`config.mk`:
```
export PLATFORM = sky130hd
export DESIGN_NAME = sc_number_generator
export DESIGN_NICKNAME = d
export VERILOG_FILES = /design/src/rtl/sc_pkg.sv /design/src/rtl/sc_debruijn_lfsr.sv /design/src/rtl/sc_number_generator.sv
export SDC_FILE = /design/constraint.sdc
export NUM_CORES = 1
export LEC_CHECK = 0
export CORE_MARGIN = 3
export CORE_UTILIZATION = 45
export CTS_CLUSTER_SIZE = 24
export DETAILED_ROUTE_END_ITERATION = 7
export GPL_TIMING_DRIVEN = 0
export PLACE_DENSITY = 0.68
export SLEW_MARGIN = 25
export SYNTH_ARGS = -nofsm -noshare
export SYNTH_HDL_FRONTEND = slang
export SYNTH_SLANG_ARGS = --single-unit
export TNS_END_PERCENT = 50
```
`constraint.sdc`:
```
create_clock -name clk -period 4.7 [get_ports clk]
set_clock_uncertainty 0.2 [all_clocks]
set_input_delay 1.41 -clock clk [delete_from_list [all_inputs] [get_ports clk]]
set_output_delay 1.41 -clock clk [all_outputs]
set_load 0.005 [all_outputs]
```
`src/rtl/sc_pkg.sv`:
```
// Shared definitions for the stochastic-computing stages: default width,
// SNG state encoding and the maximal-length LFSR tap table.
package sc_pkg;

    localparam int SC_WIDTH_DEFAULT = 5;

    typedef enum logic {
        IDLE = 1'b0,
        RUN  = 1'b1
    } sng_state_t;

    // Tap mask for a left-shifting Fibonacci LFSR; bit i set means state[i] feeds
    // the XOR. The MSB is always a tap, which the de Bruijn zero-insertion relies on.
    function automatic logic [31:0] lfsr_taps(input int width);
        logic [31:0] taps;
        taps = '0;
        case (width)
            3:       taps = 32'b110;
            4:       taps = 32'b1100;
            5:       taps = 32'b10100;
            6:       taps = 32'b110000;
            7:       taps = 32'b1100000;
            8:       taps = 32'b10111000;
            9:       taps = 32'b100010000;
            10:      taps = 32'b1001000000;
            default: taps = '0;
        endcase
        return taps;
    endfunction

endpackage

```
`src/rtl/sc_debruijn_lfsr.sv`:
```
// Fibonacci LFSR extended with the all-zero state, so it walks all 2^WIDTH
// states before repeating.
module sc_debruijn_lfsr
    import sc_pkg::*;
#(
    parameter int               WIDTH = SC_WIDTH_DEFAULT,
    parameter logic [WIDTH-1:0] SEED  = WIDTH'(1)
) (
    input  logic             clk,
    input  logic             rst_n,
    input  logic             en,
    output logic [WIDTH-1:0] state
);

    if (WIDTH < 3 || WIDTH > 10) begin : g_bad_width
        $error("sc_debruijn_lfsr: WIDTH must be within 3..10");
    end

    localparam logic [WIDTH-1:0] TAPS = WIDTH'(lfsr_taps(WIDTH));

    logic [WIDTH-1:0] state_q, state_d;
    logic             feedback;

    // The zero-detect flips the feedback exactly at 100..0 -> 000..0 and 000..0 -> 000..1,
    // splicing the all-zero state into the maximal-length cycle.
    always_comb begin
        feedback = (^(state_q & TAPS)) ^ (state_q[WIDTH-2:0] == '0);
        state_d  = en ? {state_q[WIDTH-2:0], feedback} : state_q;
    end

    // NOTE: sequential state uses non-blocking assignments only; blocking ones here
    // would race against every other flop reading state_q on the same edge.
    always_ff @(posedge clk or negedge rst_n) begin
        if (!rst_n) state_q <= SEED;
        else        state_q <= state_d;
    end

    assign state = state_q;

endmodule

```
`src/rtl/sc_number_generator.sv`:
```
// Stochastic number generator: emits a unipolar bitstream where every window of
// 2^WIDTH valid bits carries exactly `active` ones; new values swap in only at window edges.
module sc_number_generator
    import sc_pkg::*;
#(
    parameter int               WIDTH = SC_WIDTH_DEFAULT,
    parameter logic [WIDTH-1:0] SEED  = WIDTH'(1)
) (
    input  logic             clk,
    input  logic             rst_n,
    input  logic             en,
    input  logic [WIDTH:0]   value_in,
    input  logic             value_valid,
    output logic             value_ready,
    output logic             bit_out,
    output logic             bit_valid,
    output logic             window_start
);

    if (WIDTH < 3 || WIDTH > 10) begin : g_bad_width
        $error("sc_number_generator: WIDTH must be within 3..10");
    end

    localparam logic [WIDTH:0] FULL = {1'b1, {WIDTH{1'b0}}};

    sng_state_t       state_q, state_d;
    logic [WIDTH-1:0] win_cnt_q, win_cnt_d;
    logic [WIDTH:0]   active_q, active_d;
    logic [WIDTH:0]   pending_q, pending_d;
    logic             pend_valid_q, pend_valid_d;
    logic             bit_out_q, bit_out_d;
    logic             bit_valid_q, bit_valid_d;
    logic             window_start_q, window_start_d;

    logic [WIDTH-1:0] lfsr_state;
    logic             lfsr_en;
    logic             advance;
    logic             boundary;
    logic             accept;
    logic [WIDTH:0]   value_clamped;

    assign advance  = (state_q == RUN) && en;
    assign boundary = advance && (win_cnt_q == '1);
    assign lfsr_en  = advance;

    sc_debruijn_lfsr #(
        .WIDTH (WIDTH),
        .SEED  (SEED)
    ) u_lfsr (
        .clk   (clk),
        .rst_n (rst_n),
        .en    (lfsr_en),
        .state (lfsr_state)
    );

    // NOTE: every always_comb output gets a default first, so no path can leave
    // a signal unassigned and infer a latch.
    always_comb begin
        state_d        = state_q;
        win_cnt_d      = win_cnt_q;
        active_d       = active_q;
        pending_d      = pending_q;
        pend_valid_d   = pend_valid_q;
        bit_out_d      = bit_out_q;
        bit_valid_d    = 1'b0;
        window_start_d = 1'b0;

        value_clamped = (value_in > FULL) ? FULL : value_in;
        value_ready   = (state_q == IDLE) || !pend_valid_q;
        accept        = value_valid && value_ready;

        case (state_q)
            IDLE: begin
                if (accept) begin
                    active_d  = value_clamped;
                    win_cnt_d = '0;
                    state_d   = RUN;
                end
            end
            RUN: begin
                if (advance) begin
                    bit_out_d      = ({1'b0, lfsr_state} < active_q);
                    bit_valid_d    = 1'b1;
                    window_start_d = (win_cnt_q == '0);
                    win_cnt_d      = win_cnt_q + WIDTH'(1);
                end
                // A value arriving on the boundary with nothing pending skips the buffer.
                if (boundary && pend_valid_q) begin
                    active_d     = pending_q;
                    pend_valid_d = 1'b0;
                end else if (boundary && accept) begin
                    active_d = value_clamped;
                end else if (accept) begin
                    pending_d    = value_clamped;
                    pend_valid_d = 1'b1;
                end
            end
            default: state_d = IDLE;
        endcase
    end

    always_ff @(posedge clk or negedge rst_n) begin
        if (!rst_n) begin
            state_q        <= IDLE;
            win_cnt_q      <= '0;
            active_q       <= '0;
            pending_q      <= '0;
            pend_valid_q   <= 1'b0;
            bit_out_q      <= 1'b0;
            bit_valid_q    <= 1'b0;
            window_start_q <= 1'b0;
        end else begin
            state_q        <= state_d;
            win_cnt_q      <= win_cnt_d;
            active_q       <= active_d;
            pending_q      <= pending_d;
            pend_valid_q   <= pend_valid_d;
            bit_out_q      <= bit_out_d;
            bit_valid_q    <= bit_valid_d;
            window_start_q <= window_start_d;
        end
    end

    assign bit_out      = bit_out_q;
    assign bit_valid    = bit_valid_q;
    assign window_start = window_start_q;

endmodule

```
==> results.md, run 1 <==
- Status: complete, no violations
- Post-route ant nets: 0
- Share of the synthesized area in the top cell type: 47.2%
- Max-slew violation count: 0
- Clock Sinks: 27
- Clock Power Share: 13.9%
- Global Route met3 Usage: 2.52%
- Seq/Total Area, Yosys: about 49%
- Worst slew pin tran: approximately 600 ps
- Die width: just over 60 um
- Layout filler cell count: 260
- Cts bufs inserted: 3
- Hold Path Sink: u_lfsr.state[0]$_DFFE_PN1P_
- Placed cells: between 150 and 200
- Nets@finish: roughly 160
- Worst endpoint required time: roughly 3100 ps
- Core area: approximately 0.0028 mm^2
- Synth Flop Type: dfrtp_1
- Busiest layer in global routing: met1
- Synth area leader: dfrtp_1
- Post-Syn Nets: 141
- Clk buf depth: 2
- Count leader, synth: dfrtp_1
- Synthesized instance count: 124
- Ranking of synthesized cells by area: dfrtp_1, mux2_2, ha_1
- CP Launch Type: flop
- Post-CTS Repair Setup Buffers: 0
- Yosys Warn Count: 0
- Final setup vio count: 0
- Max rail drop VDD: between 0.15 and 0.2 mV
- First-pass GRT wire length: 3730 um
- Net Switching: 246 uW
- Internal Dissipation: between 400 and 500 uW
- DRT Wirelength: 2270 um
- Vias in the first global route: 817
- Synth top cells by count: dfrtp_1, a21oi_1, nor2_1
- Routing usage on met1: 19.8%
- Sw frac: 33.6%
- Ys async rst share: 100%
- Layout cell share with drive strength beyond 1: 19.3%
- Reg-to-Reg Start: win_cnt_q[0]$_DFFE_PN0P_
- Grt ovf: 0
- Cell row count: 19
- Hold Path Origin: u_lfsr.state[4]$_DFFE_PN0P_
- Final Total Pwr: 733 uW
- Synthesized area: 0.00138 mm^2
- Combinational Power Share: 31.4%
- Pleak: 0.738 nW
- Syn Area/Cell: 11.1 um^2
- Routed WL per cell: between 10 and 15 um
- Critical-path cell list: buf_4 > nand2_1 > clkdlybuf4s50_1
- DRC: 0
- Synthesized flop and latch total: 27
- I/O Buffers: 12
- H-Tree Depth: 1
- R2r worst-path depth: 7
- Worst slew margin: 59.3%
- Via count: 900
- ANT cells: 0
- Max incr delay on CP: 500 ps
- Hold Vio Cnt, Final: 0
- Grt met2 use: about a fifth
- GRT Resource Usage Total: a little over an eighth
- Unrepaired setup endpoints after global routing: no
- Clk pin slew, worst setup/hold paths: 150 ps
- Sequential share of power: 54.7%
- Initial Util: 48.7%
- EDFF count, synth: 0
- Vias per cell: approximately 5.3
- Fmax: between 300 and 400 MHz
- Min-Delay Path Depth: 1
- DIE AREA: 0.00376 mm^2
- Crit path max fanout: 9
- R2r setup slk: 2530 ps
- Initial drt markers: 28
- Final min period: just over 3000 ps
- CTS tree: built
- Setup TNS: 0 ps
- Router iterations before antenna repair: 4
- Clock latency on the worst-skew pair: 330 ps
- I/O pin cnt: 14
- Crit-path slowest cell: clkdlybuf4s50_1
- Gpl congestion: 0.765
- Pwr dens: 470 mW/mm^2
- Largest net degree at the start of global routing: 28
- Hold Crit Class: flop to flop
- Yosys cell types: 36
- Detailed Place HPWL: 1630 um
- Max Cap Viol: 0
- PostCTS Resize Cnt: 0
- Finished Cell Area: 0.00156 mm^2
- CP Capture Type: primary output
- Final period utilization: 65.3%
- Post-Layout Cell Count: 171
- CP arrival: 1460 ps
- Crit path kind: flop to primary output
- Syn-to-layout area delta: 13.2%
- CTS Hold Bufs: 0
- Placed cell area: 0.00153 mm^2
- Clk root buf: clkbuf_4
- Setup crit start: state_q$_DFF_PN0_
- Initial antenna violation count: 0
- Worst flop-to-flop path endpoint: pending_q[4]$_DFFE_PN0P_
- Chip height: 61.4 um
-- kinds of logic (layout without fill, tap and decap cells) --
| group | count (synthesis) | count (layout) | synth area share (%) |
|---|---|---|---|
| AOI/OAI and AO/OA | 23 | 23 | 10.6 |
| xor gates and xnor gates | 2 | 2 | 1.27 |
| adders and majority gates | 7 | 7 | 6.35 |
| buffers and inverters | 12 | 28 | 4.54 |
| DFF | 27 | 27 | 49.1 |
| muxes | 16 | 16 | 12.4 |
| and+or+nand+nor | 37 | 37 | 15.7 |
-- cell usage in the layout (no fill, tap or decap), types with 2 or more instances in the layout --
master and instances:
dfrtp_1 26, a21oi_1 10, clkdlybuf4s50_1 11, nor2_1 10, clkbuf_4 3, xor2_1 2, mux2i_1 7, o22ai_1 3
ha_1 7, inv_1 8, buf_4 2, mux2_2 9, nand2_1 9, o21ai_1 2, nand4b_1 2, nor2b_1 5
-- routing by layer --
layer,vias to the layer above,share of wire (%)
met1,419,53
li1,463,-
met4,0,1.9
met3,5,2.8
met2,13,42
met5,-,0
-- stage by stage --
| stage | util (%) | hold slack [ps] | worst slack (ps) |
|---|---|---|---|
| 2_1_floorplan | - | 229 | 2140 |
| 3_3_place_gp | 54.4 | 269 | 1660 |
| 3_5_place_dp | 54.2 | 275 | 1680 |
| 4_1_cts | 55.2 | 302 | 1620 |
| 5_1_grt | 55.2 | 335 | 1530 |
| 6_report | 55.2 | 289 | 1630 |
-- registers in the layout, summed over array words and instances, names as in the netlist, 5 cells and up --
name / flops
u_lfsr.state: 5
pending_q: 6
win_cnt_q: 5
active_q: 6
-- power groups by stage --
stage                     sequential (mW)  combinational (mW)  clock (mW)
after global routing                0.415               0.270       0.116
final                               0.401               0.230       0.102
after global placement              0.403               0.217           0
after CTS                           0.401               0.233       0.105
after detailed placement            0.407               0.231           0
after floorplan                     0.388               0.175           0
-- layout make-up --
cell class                 instances  area, um^2  area share (%)
inverter                           9        36.3            2.33
tap                               31        38.8            2.49
clock inverter                     1        5.00           0.321
sequential                        27         677            43.4
timing repair buffer              12         115            7.38
multi-input combinational         85         639            41.0
clock buffer                       3        22.5            1.44
buffer                             3        26.3            1.68
-- worst max path at each step --
stage                               endpoint  slack, ps  cells past startpoint
floorplan           pending_q[5]$_DFFE_PN0P_       2140                      5
global placement    pending_q[2]$_DFFE_PN0P_       1660                      1
detailed placement  pending_q[4]$_DFFE_PN0P_       1680                      4
CTS                              value_ready       1620                      3
global route                     value_ready       1530                      3
finish                           value_ready       1630                      3
-- worst max-delay path, delay by kind of cell, from the launching register on --
family                 cells  cell delay [ps]
buffers and inverters      2              670
and+or+nand+nor            1               70
DFF                        1              390
Note: power is estimated with default switching activity, not from simulation.
==> run 2: changes to the inputs <==
- clock period: 4.7 -> 3.1 ns (I/O delays scaled with it)
==> results of run 2 <==
Same layout as run 1 (identical final DEF). Status: complete, no violations.
Among the figures that moved: setup slack after placement 1680 ps -> 559 ps; setup slack after layout 1630 ps -> 510 ps; register-to-register setup slack 2530 ps -> 930 ps; total power 0.733 mW -> 1.11 mW; worst IR drop on VDD 0.182 mV -> 0.276 mV
